--- config.mk ---
export PLATFORM = sky130hd
export DESIGN_NAME = capture_ctrl
export DESIGN_NICKNAME = d
export VERILOG_FILES = /design/src/rtl/capture_ctrl_pkg.sv /design/src/rtl/capture_ctrl.sv
export SDC_FILE = /design/constraint.sdc
export NUM_CORES = 1
export LEC_CHECK = 0
export CORE_MARGIN = 2
export CORE_UTILIZATION = 50
export DETAILED_ROUTE_END_ITERATION = 8
export PLACE_DENSITY = 0.85
export SETUP_SLACK_MARGIN = 0.2
export SYNTH_ARGS = -nofsm -noshare
export SYNTH_HDL_FRONTEND = slang
export SYNTH_SLANG_ARGS = --single-unit
--- constraint.sdc ---
create_clock -name clk_i -period 7.3 [get_ports clk_i]
set_input_delay 0.73 -clock clk_i [delete_from_list [all_inputs] [get_ports clk_i]]
set_output_delay 0.73 -clock clk_i [all_outputs]
set_load 0.03 [all_outputs]
--- src/rtl/capture_ctrl_pkg.sv ---
// Shared types and count helpers for the logic analyzer capture sequencer.
package capture_ctrl_pkg;

    // One bit wider than the 18-bit sample counts so that 4*(0xFFFF+1) does not wrap.
    localparam int CNT_W = 19;

    typedef enum logic [2:0] {
        ST_IDLE,
        ST_ARMED,
        ST_POST,
        ST_RD_REQ,
        ST_RD_WAIT,
        ST_SEND
    } capture_state_t;

    typedef enum logic {
        FLOW_XON,
        FLOW_XOFF
    } xon_xoff_t;

    function automatic logic [CNT_W-1:0] to_dly_smpls(input logic [15:0] cnt);
        return {1'b0, cnt, 2'b00} + CNT_W'(4);
    endfunction

    function automatic logic [CNT_W-1:0] to_rd_smpls(input logic [15:0] cnt, input int depth);
        logic [CNT_W-1:0] smpls;
        smpls = to_dly_smpls(cnt);
        if (smpls > CNT_W'(depth)) smpls = CNT_W'(depth);
        return smpls;
    endfunction

endpackage

--- src/rtl/capture_ctrl.sv ---
// Capture sequencer: fills the sample ring, counts post-trigger samples, then
// streams the buffer newest-first to the transmitter under XON/XOFF control.
//
// state      | meaning
// -----------+-----------------------------------------------------------
// ST_IDLE    | waiting for run (start now) or arm (wait for trigger)
// ST_ARMED   | writing samples, waiting for a qualified trigger
// ST_POST    | writing samples, counting delay samples after the trigger
// ST_RD_REQ  | read address on the RAM port (waits one cycle if a write is in flight)
// ST_RD_WAIT | RAM read data arriving, registered into tx_data_o
// ST_SEND    | tx_valid_o offered until accepted (held low while XOFF)
module capture_ctrl
    import capture_ctrl_pkg::*;
#(
    parameter int SMPL_W    = 32,
    parameter int MEM_DEPTH = 1024,
    localparam int ADDR_W   = $clog2(MEM_DEPTH)
) (
    input  logic              clk_i,
    input  logic              rst_in,
    input  logic              soft_reset_i,
    input  logic              run_i,
    input  logic              arm_i,
    input  logic              finish_i,
    input  logic              xon_i,
    input  logic              xoff_i,
    input  logic [15:0]       rd_cnt_i,
    input  logic [15:0]       dly_cnt_i,
    input  logic              smpl_valid_i,
    input  logic [SMPL_W-1:0] smpl_i,
    input  logic              trg_i,
    output logic              mem_we_o,
    output logic [ADDR_W-1:0] mem_addr_o,
    output logic [SMPL_W-1:0] mem_wdata_o,
    input  logic [SMPL_W-1:0] mem_rdata_i,
    output logic [SMPL_W-1:0] tx_data_o,
    output logic              tx_valid_o,
    input  logic              tx_ready_i,
    output logic              busy_o
);

    capture_state_t    state;
    xon_xoff_t         flow;
    xon_xoff_t         flow_next;
    logic [ADDR_W-1:0] wr_ptr;
    logic [ADDR_W-1:0] rd_ptr;
    logic [ADDR_W-1:0] newest;
    logic [CNT_W-1:0]  post_cnt;
    logic [CNT_W-1:0]  remaining;
    logic [CNT_W-1:0]  rd_smpls;
    logic [CNT_W-1:0]  dly_smpls;

    always_comb begin
        flow_next = flow;
        if (xoff_i)     flow_next = FLOW_XOFF;
        else if (xon_i) flow_next = FLOW_XON;
    end

    // A sample written on the same edge as leaving capture is itself the newest.
    assign newest = smpl_valid_i ? wr_ptr : wr_ptr - 1'b1;

    always_ff @(posedge clk_i or negedge rst_in) begin
        if (!rst_in) begin
            state       <= ST_IDLE;
            flow        <= FLOW_XON;
            wr_ptr      <= '0;
            rd_ptr      <= '0;
            post_cnt    <= '0;
            remaining   <= '0;
            rd_smpls    <= '0;
            dly_smpls   <= '0;
            mem_we_o    <= 1'b0;
            mem_addr_o  <= '0;
            mem_wdata_o <= '0;
            tx_data_o   <= '0;
            tx_valid_o  <= 1'b0;
            busy_o      <= 1'b0;
        end else if (soft_reset_i) begin
            state       <= ST_IDLE;
            flow        <= FLOW_XON;
            wr_ptr      <= '0;
            rd_ptr      <= '0;
            post_cnt    <= '0;
            remaining   <= '0;
            rd_smpls    <= '0;
            dly_smpls   <= '0;
            mem_we_o    <= 1'b0;
            mem_addr_o  <= '0;
            mem_wdata_o <= '0;
            tx_data_o   <= '0;
            tx_valid_o  <= 1'b0;
            busy_o      <= 1'b0;
        end else begin
            mem_we_o <= 1'b0;
            flow     <= flow_next;
            case (state)
                ST_IDLE: begin
                    if (run_i || arm_i) begin
                        state     <= run_i ? ST_POST : ST_ARMED;
                        post_cnt  <= '0;
                        rd_smpls  <= to_rd_smpls(rd_cnt_i, MEM_DEPTH);
                        dly_smpls <= to_dly_smpls(dly_cnt_i);
                        busy_o    <= 1'b1;
                    end
                end
                ST_ARMED, ST_POST: begin
                    if (smpl_valid_i) begin
                        mem_we_o    <= 1'b1;
                        mem_addr_o  <= wr_ptr;
                        mem_wdata_o <= smpl_i;
                        wr_ptr      <= wr_ptr + 1'b1;
                    end
                    if (finish_i) begin
                        state     <= ST_RD_REQ;
                        rd_ptr    <= newest;
                        remaining <= rd_smpls;
                        if (!smpl_valid_i) mem_addr_o <= newest;
                    end else if (smpl_valid_i) begin
                        if (state == ST_ARMED) begin
                            if (trg_i) begin
                                state    <= ST_POST;
                                post_cnt <= CNT_W'(1);
                            end
                        end else begin
                            post_cnt <= post_cnt + 1'b1;
                            if (post_cnt + 1'b1 == dly_smpls) begin
                                state     <= ST_RD_REQ;
                                rd_ptr    <= newest;
                                remaining <= rd_smpls;
                            end
                        end
                    end
                end
                ST_RD_REQ: begin
                    if (mem_we_o) mem_addr_o <= rd_ptr;
                    else          state      <= ST_RD_WAIT;
                end
                ST_RD_WAIT: begin
                    tx_data_o  <= mem_rdata_i;
                    tx_valid_o <= (flow_next == FLOW_XON);
                    state      <= ST_SEND;
                end
                ST_SEND: begin
                    if (tx_valid_o && tx_ready_i) begin
                        tx_valid_o <= 1'b0;
                        rd_ptr     <= rd_ptr - 1'b1;
                        remaining  <= remaining - 1'b1;
                        if (remaining == CNT_W'(1)) begin
                            state  <= ST_IDLE;
                            busy_o <= 1'b0;
                        end else begin
                            state      <= ST_RD_REQ;
                            mem_addr_o <= rd_ptr - 1'b1;
                        end
                    end else begin
                        tx_valid_o <= (flow_next == FLOW_XON);
                    end
                end
                default: state <= ST_IDLE;
            endcase
        end
    end

endmodule

## After elaboration in Yosys (flattened, before gate mapping)

Cells that the tools add are included.

| word-level totals | value |
|---|---|
| register bits after elaboration | 177 |
| bits of input ports | 107 |
| output and inout bits | 77 |
| word-level logic and storage cells | 136 |

| operators by class | value |
|---|---|
| $add $sub $neg | 7 |
| order comparisons | 1 |
| equal/unequal tests | 21 |
| mux-type cells | 71 |
| bitwise logic cells | 1 |
| reduce and logical (&&, ||, !) cells | 21 |

Operators by type and width:

| cell | count |
|---|---|
| $mux 19 | 19 |
| $mux 10 | 17 |
| $mux 32 | 5 |
| $pmux 19 s2 | 2 |
| $add 18x3->19 const B | 2 |
| $pmux 10 s3 | 1 |
| $mux 3 | 9 |
| $ne 3x3->1 const B | 8 |
| $pmux 10 s2 | 1 |
| $sub 10x1->10 const B | 2 |
| $add 19x1->19 const B | 1 |
| $eq 19x1->1 const B | 1 |
| $eq 19x19->1 | 1 |
| $gt 19x11->1 const B | 1 |
| $sub 19x1->19 const B | 1 |
| $ne 4x4->1 const B | 4 |
| $pmux 3 s5 | 1 |
| $mux 1 | 12 |
| $reduce_bool 3->1 | 4 |
| $add 10x1->10 const B | 1 |
| $ne 5x5->1 const B | 2 |
| $reduce_and 5->1 | 2 |
| $reduce_bool 2->1 | 5 |
| $reduce_and 4->1 | 2 |
| other kinds (13) | 18 |

## Longest topological paths before layout

Gate-level depths: netlist (run 1).

| depth | value |
|---|---|
| depth in word-level cells | 8 |
| depth in mapped cells | 11 |
| mapped depth without buffers | 10 |

## Worst setup path before layout (run 1)

Ideal clock, no wire load.

| timing path | value |
|---|---|
| path type | in2reg |
| from | in smpl_valid_i |
| to | reg mem_addr_o[7] |
| setup time | 142 ps |
| arrival | 2820 ps |
| required time | 7158 ps |
| path slack | 4338 ps |
| cell stages on the path | 8 |
| buffers on the path | 0 |
| path through | or4_1 > or3_1 > or3_1 > a21o_1 > a222oi_1 > nor2_1 > a221oi_1 > a211oi_1 |

| between the ends | value |
|---|---|
| word-level cells in the longest chain between the ends | 5 |
| elaborated cells between the ends (all ways) | 6 |
| those cells by class | mux: 6 |

RTL lines:

| item | RTL line | source |
|---|---|---|
| start, declared | capture_ctrl.sv:29 | `input logic smpl_valid_i,` |
| $mux 10 (on tied branches) | capture_ctrl.sv:60, capture_ctrl.sv:107 |  |
| $mux 10 | capture_ctrl.sv:117 | `if (!smpl_valid_i) mem_addr_o <= newest;` |
| $mux 10 * | capture_ctrl.sv:113 | `if (finish_i) begin` |
| $pmux 10 s3 * | capture_ctrl.sv:96 | `case (state)` |
| $mux 10 * | capture_ctrl.sv:78 | `end else if (soft_reset_i) begin` |
| end signal, assigned | capture_ctrl.sv:109 | `mem_addr_o <= wr_ptr;` |
| end signal, assigned | capture_ctrl.sv:117 |  |
| end signal, assigned | capture_ctrl.sv:135 | `if (mem_we_o) mem_addr_o <= rd_ptr;` |
| end, declared | capture_ctrl.sv:33 | `output logic [ADDR_W-1:0] mem_addr_o,` |

Mark *: on every way between the ends. The rest lies on a longest branch, timed or not.
A chain may end at the register's enable or synchronous reset.

## Final worst setup path (run 1)

Same ends and word-level chain as after synthesis.

==> results.md, run 1 <==
| Metric | Reported | Unit |
|---|---|---|
| Residual antenna-violating net count after detailed routing | 0 | - |
| Slew at the pin closest to its max-slew limit | 1090 | ps |
| Area overhead of the layout relative to synthesis | 26.6 | % |
| CP Launch Point | smpl_valid_i | - |
| Skew final | 9.62 | ps |
| Outcome | finished clean | - |
| Fraction of synthesized area in multiplexers | 0.559 | % |
| Number of buffers inserted during clock tree synthesis | 17 | - |
| ANT cells | 0 | - |
| Clk Tree Root Cell | clkbuf_16 | - |
| Wire length per cell | 17.3 | um |
| Peak Freq | 276 | MHz |
| Clock Pin Slew Worst Setup and Hold Paths | 70 | ps |
| Critical path capture point type | flop | - |
| Placer's final routability congestion estimate | 0.910 | - |
| Netlist Area Pre-Place | 0.00940 | mm^2 |
| Maximum number of pins on one net before global-route repair | 99 | - |
| GRT Resource Usage Total | 25.4 | % |
| Ys Warns | 0 | - |
| Cell row count | 50 | - |
| Detailed Route WL | 25,400 | um |
| Critical register-to-register path startpoint | post_cnt[5] | - |
| Final cell utilization of the core | 64.0 | % |
| Path class of the lowest-slack min-delay path | in2async | - |
| Top cell type by total area after synthesis | dfrtp_1 | - |
| Max H-tree Level | 4 | - |
| Net switching share of the total power | 35.2 | % |
| Total Negative Setup Slacks | 0 | ps |
| Port bufs | 183 | - |
| Part of the Yosys area used for sequential elements | 46.1 | % |
| 1st-iter DRT viols | 922 | - |
| Sum of overflow across all layers after global routing | 0 | - |
| Worst-case headroom to the max-slew limit | 27.0 | % |
| Wire length of the first global-routing pass | 41,700 | um |
| Synthesized-area fraction occupied by and/or/nand/nor cells | 21.8 | % |
| Share of post-route cells with drive strength above 1 | 4.62 | % |
| Reg2Reg Capture Point | rd_ptr[2] | - |
| Top cell type's share of synthesized area | 46.1 | % |
| FF-to-FF setup slack | 3960 | ps |
| Post-Place Setup Slack | 3270 | ps |
| Vias after detailed routing | 8,699 | - |
| Clock Latency Late Sink | 430 | ps |
| Main combinational cell family by area after synthesis | simple AND/OR/NAND/NOR gates | - |
| RSZ-0062 raised after global routing | no | - |
| Leading post-synthesis cells by cell area | dfrtp_1, nand2_1, o21ai_0 | - |
| Post-route worst setup slack | 3680 | ps |
| Width of the die | 141 | um |
| Cells after Synth | 1,086 | - |
| Count of flip-flops with a built-in enable after synthesis | 0 | - |
| Leak Pwr | 4.95 | nW |
| Clk network pwr share | 30.8 | % |
| Number of buffers between clock root and the deepest sink | 2 | - |
| Placeable core region | 0.0186 | mm^2 |
| Power share of the combinational group | 30.5 | % |
| Number of vias per cell after detailed routing | 5.93 | - |
| Final setup violation count | 0 | - |
| Fraction of registers with async set or reset after synthesis | 100 | % |
| Effective utilization at floorplan | 50.6 | % |
| Setup Crit Path Kind | in2reg | - |
| Top library cells by usage in the layout, fill and taps aside | clkdlybuf4s50_1, dfrtp_1, nand2_1 | - |
| Die area | 0.0199 | mm^2 |
| Detailed-router iteration count before antenna repair | 6 | - |
| DRC | 0 | - |
| HPWL after detailed placement | 16,800 | um |
| Number of nets in the layout | 1,336 | - |
| Register share of total power | 38.7 | % |
| Maximum fanout count along the critical path | 21 | - |
| Max-slew violations | 0 | - |
| Reg2reg path depth | 9 | - |
| Leading cell type in the layout, fill and taps excluded | clkdlybuf4s50_1 | - |
| Max-cap violations | 0 | - |
| Compound-gate portion of the synthesized area | 21.4 | % |
| Minimum clock period after layout | 3620 | ps |
| CTS tree | done | - |
| Power Density | 256 | mW/mm^2 |
| Post-layout instance count excluding filler cells | 1,468 | - |
| Number of global-route vias before repair | 8,558 | - |
| Seq cells post-synth | 173 | - |
| Number of distinct standard cells referenced by the synthesized netlist | 65 | - |
| Critical path launch point type | primary input | - |
| Critical path data required time | 7570 | ps |
| Max rail drop VDD | 0.192 | mV |
| Fraction of the mapped netlist area in adder cells | 1.07 | % |
| Hold violation count in the final report | 0 | - |
| Post-CTS setup-driven buffer insertion count | 0 | - |
| Number of resized instances in the post-cts repair step | 0 | - |
| Total placed cells including tap cells | 1,436 | - |
| Sw Pwr | 0.00107 | W |
| Clock sink count | 173 | - |
| Initial antenna violation count | 0 | - |
| Xor/xnor cell area share of the yosys netlist | 5.13 | % |
| Top-Level Pins | 184 | - |
| Endpoint arrival time on the critical path | 3900 | ps |
| Period utilisation layout | 49.6 | % |
| # hold bufs at CTS | 0 | - |
| Chip Height | 141 | um |
| FILL cells | 1,482 | - |
| Mean instance size in the synthesized netlist | 8.65 | um^2 |
| Ys flop type | dfrtp_1 | - |
| Internal Dissipation | 0.00197 | W |
| Net Count, Synth | 1,201 | - |
-- routing by layer --
metal	share of wire [%]	track usage [%]	routed length [um]
met3	5.3	5.06	1350
met4	2.8	9.63	711
met1	42	33.0	10700
met5	0	0	0
met2	50	42.3	12600
-- worst max-delay path, cell delays in order --
cell and delay, ps:
clkdlybuf4s50_1 750, or4_1 750, or3_1 420, or3_1 400, a21o_1 200, a222oi_1 220
nor2_1 80, a221oi_1 230, a211oi_1 120
-- state kept, by name (all words and copies together), names as in the netlist, 17 cells and up --
register and cells:
tx_data_o 32, post_cnt 19, dly_smpls 17, remaining 19, mem_wdata_o 32, rd_smpls 17
-- power groups by stage --
stage                     clock network, W  logic, W  registers (W)
after CTS                         0.000952  0.000924        0.00118
after detailed placement                 0  0.000914        0.00119
final                             0.000938  0.000930        0.00118
after floorplan                          0  0.000502        0.00126
after global routing              0.000995   0.00101        0.00119
after global placement                   0  0.000899        0.00119
-- worst max path at each step --
stage	endpoint	slack [ps]	cells past startpoint
after CTS	mem_addr_o[7]	3720	9
after floorplan	mem_addr_o[7]	4340	8
final	mem_addr_o[7]	3680	9
after detailed placement	mem_addr_o[7]	3270	9
after global placement	mem_addr_o[7]	3360	9
after global routing	mem_addr_o[7]	3480	9
-- cells by family after synthesis --
logic type      count (synthesis)
buf+inv                        94
simple gates                  428
mux                             5
xor+xnor                       55
compound gates                323
flops                         173
fa+ha+maj                       8
-- Yosys cell counts, types with 6 or more instances --
cell type	instances
dfrtp_1	173
nand2_1	142
nor2_1	114
o21ai_0	97
a21oi_1	81
clkbuf_1	64
xnor2_1	37
a22o_1	33
nor3_1	30
nand3_1	29
o21ai_1	20
nor4_1	18
o31ai_1	18
xor2_1	18
inv_1	17
and2_1	14
and3_1	13
nand2b_1	13
nor2b_1	13
or3_1	10
a211oi_1	9
a21o_1	9
ha_1	8
a31oi_1	7
nand4_1	7
o211ai_1	7
buf_1	6
-- per-stage QoR --
stage	hold slack [ps]	cell area [um^2]	power, W
floorplan	434	9400	0.00176
global placement	469	11300	0.00209
detailed placement	472	11300	0.00211
CTS	436	11900	0.00305
global route	470	11900	0.00320
finish	396	11900	0.00305
-- area by class of cell --
cell class | instances | area (um^2) | area share (%)
inverters | 17 | 63.8 | 0.536
clock inverters | 13 | 164 | 1.38
multi-input cells | 819 | 4700 | 39.5
flip-flops and latches | 173 | 4330 | 36.4
repair buffers | 193 | 1900 | 16.0
well taps | 234 | 293 | 2.46
clock buffers | 19 | 443 | 3.72
(Power assumes the default switching activity.)
==> inputs of run 2 (changes only) <==
==> constraint.sdc (replaced) <==
create_clock -name clk_i -period 3.4 [get_ports clk_i]
set_input_delay 0.34 -clock clk_i [delete_from_list [all_inputs] [get_ports clk_i]]
set_output_delay 0.34 -clock clk_i [all_outputs]
set_load 0.03 [all_outputs]
==> results.md, run 2 (synthesis gave the netlist of run 1 again) <==
| Metric | Reported | Unit |
|---|---|---|
| Outcome | complete, but fails checks | - |
| Violations in the final reports | negative hold slack | - |
| WHS | -41.1 | ps |
| Register share of total power | 38.6 | % |
| Maximum number of pins on one net before global-route repair | 92 | - |
| DRC | 0 | - |
| Setup Crit Path Kind | reg2reg | - |
| Power Density | 544 | mW/mm^2 |
| Max-slew violations | 0 | - |
| Port bufs | 183 | - |
| Slew at the pin closest to its max-slew limit | 1150 | ps |
| Cell row count | 50 | - |
| Wire length of the first global-routing pass | 41,700 | um |
| # hold bufs at CTS | 0 | - |
| Peak Freq | 343 | MHz |
| Vias after detailed routing | 8,735 | - |
| Max rail drop VDD | 0.391 | mV |
| CTS tree | done | - |
| Sw Pwr | 0.00230 | W |
| Max H-tree Level | 4 | - |
| Top library cells by usage in the layout, fill and taps aside | clkdlybuf4s50_1, dfrtp_1, nand2_1 | - |
| Clk network pwr share | 30.6 | % |
| Max-cap violations | 0 | - |
| Skew final | 8.15 | ps |
| Final setup violation count | 0 | - |
| Internal Dissipation | 0.00422 | W |
| Minimum clock period after layout | 2920 | ps |
| Critical path data required time | 3710 | ps |
| Effective utilization at floorplan | 50.6 | % |
| Leak Pwr | 4.99 | nW |
| Total placed cells including tap cells | 1,445 | - |
| Total Negative Setup Slacks | 0 | ps |
| ANT cells | 0 | - |
| Leading cell type in the layout, fill and taps excluded | clkdlybuf4s50_1 | - |
| Path class of the lowest-slack min-delay path | in2async | - |
| Residual antenna-violating net count after detailed routing | 0 | - |
| Net switching share of the total power | 35.3 | % |
| Critical path capture point type | flop | - |
| Clock sink count | 173 | - |
| Clk Tree Root Cell | clkbuf_16 | - |
| FILL cells | 1,493 | - |
| Clock Pin Slew Worst Setup and Hold Paths | 70 | ps |
| Detailed Route WL | 25,200 | um |
| Share of post-route cells with drive strength above 1 | 5.47 | % |
| Hold violation count in the final report | 20 | - |
| Final cell utilization of the core | 64.4 | % |
| Number of nets in the layout | 1,345 | - |
| Combined flip-flop and latch cell area | 0.00433 | mm^2 |
| Power share of the combinational group | 30.7 | % |
| Biggest regs | mem_wdata_o: 32 flops, tx_data_o: 32 flops | - |
| Multi-input combinational cell area | 0.00470 | mm^2 |
| Width of the die | 141 | um |
| Worst-case headroom to the max-slew limit | 23.6 | % |
| Critical path launch point type | flop | - |
| Chip Height | 141 | um |
| Overall power | 0.00652 | W |
| Die area | 0.0199 | mm^2 |
| Period utilisation layout | 85.8 | % |
| Wire length per cell | 17.1 | um |
| FF-to-FF setup slack | 480 | ps |
| Number of vias per cell after detailed routing | 5.91 | - |
| Placer's final routability congestion estimate | 0.908 | - |
| Number of global-route vias before repair | 8,494 | - |
| RSZ-0062 raised after global routing | no | - |
| Number of buffers between clock root and the deepest sink | 2 | - |
| Sum of overflow across all layers after global routing | 0 | - |
| Post-layout instance count excluding filler cells | 1,477 | - |
| Initial antenna violation count | 0 | - |
| 1st-iter DRT viols | 850 | - |
| Post-CTS setup-driven buffer insertion count | 0 | - |
| Placeable core region | 0.0186 | mm^2 |
| Clock Latency Late Sink | 440 | ps |
| Maximum fanout count along the critical path | 33 | - |
| Endpoint arrival time on the critical path | 3230 | ps |
| Detailed-router iteration count before antenna repair | 7 | - |
| HPWL after detailed placement | 17,100 | um |
| Area overhead of the layout relative to synthesis | 27.4 | % |
| Number of buffers inserted during clock tree synthesis | 17 | - |
| Top-Level Pins | 184 | - |
| GRT Resource Usage Total | 25.5 | % |
==> run 2: path summary, 6_finish.rpt <==
path	from	end	cells after the start
min in group clk_i	soft_reset_i	dly_smpls[5]	2
worst min register to register	rd_smpls[11]	rd_smpls[11]	1
max in group asynchronous	rst_in	mem_wdata_o[0]	2
worst max register to register	post_cnt[0]	rd_ptr[6]	10
worst min-delay path	rst_in	tx_data_o[18]	1
worst max-delay path	post_cnt[0]	rd_ptr[6]	10
==> run 2: final cells by class <==
type | instances | share of cell area (%)
clock buffers | 21 | 3.93
repair buffers | 202 | 16.6
inverters | 17 | 0.533
clock inverters | 11 | 1.10
multi-input cells | 819 | 39.3
well taps | 234 | 2.45
flip-flops and latches | 173 | 36.2
==> run 2: power groups by stage <==
stage          combinational, W  clock, W  sequential, W
6_report                0.00200   0.00200        0.00252
5_1_grt                 0.00219   0.00212        0.00255
4_1_cts                 0.00200   0.00202        0.00251
3_5_place_dp            0.00198         0        0.00255
3_3_place_gp            0.00195         0        0.00254
2_1_floorplan           0.00108         0        0.00270
==> run 2: per-layer routing <==
metal | track usage [%] | share of wire, %
met5 | 0 | 0
met4 | 8.16 | 2.4
met3 | 4.79 | 5.8
met2 | 42.7 | 49
met1 | 33.7 | 42
==> run 2: stage by stage <==
stage	setup WS [ps]	hold slack (ps)	area (um^2)
3_5_place_dp	287	474	11400
3_3_place_gp	302	469	11400
2_1_floorplan	669	44.4	9400
5_1_grt	233	46.4	12000
4_1_cts	387	25.2	12000
6_report	483	-41.1	12000
==> run 2: critical path: stages, from the launching register on <==
cell and delay [ps]:
dfrtp_1 460, ha_1 280, and4_2 400, nand2_1 140
or3_1 320, a211o_1 320, nor3_1 190, a21oi_2 100
buf_4 250, o21ai_0 210, o21ai_0 110
==> run 2: what timing repair did <==
action	4_1_cts	5_1_grt
gates resized for setup	0	2
hold endpoints to repair	0	0
setup endpoints to repair	0	16
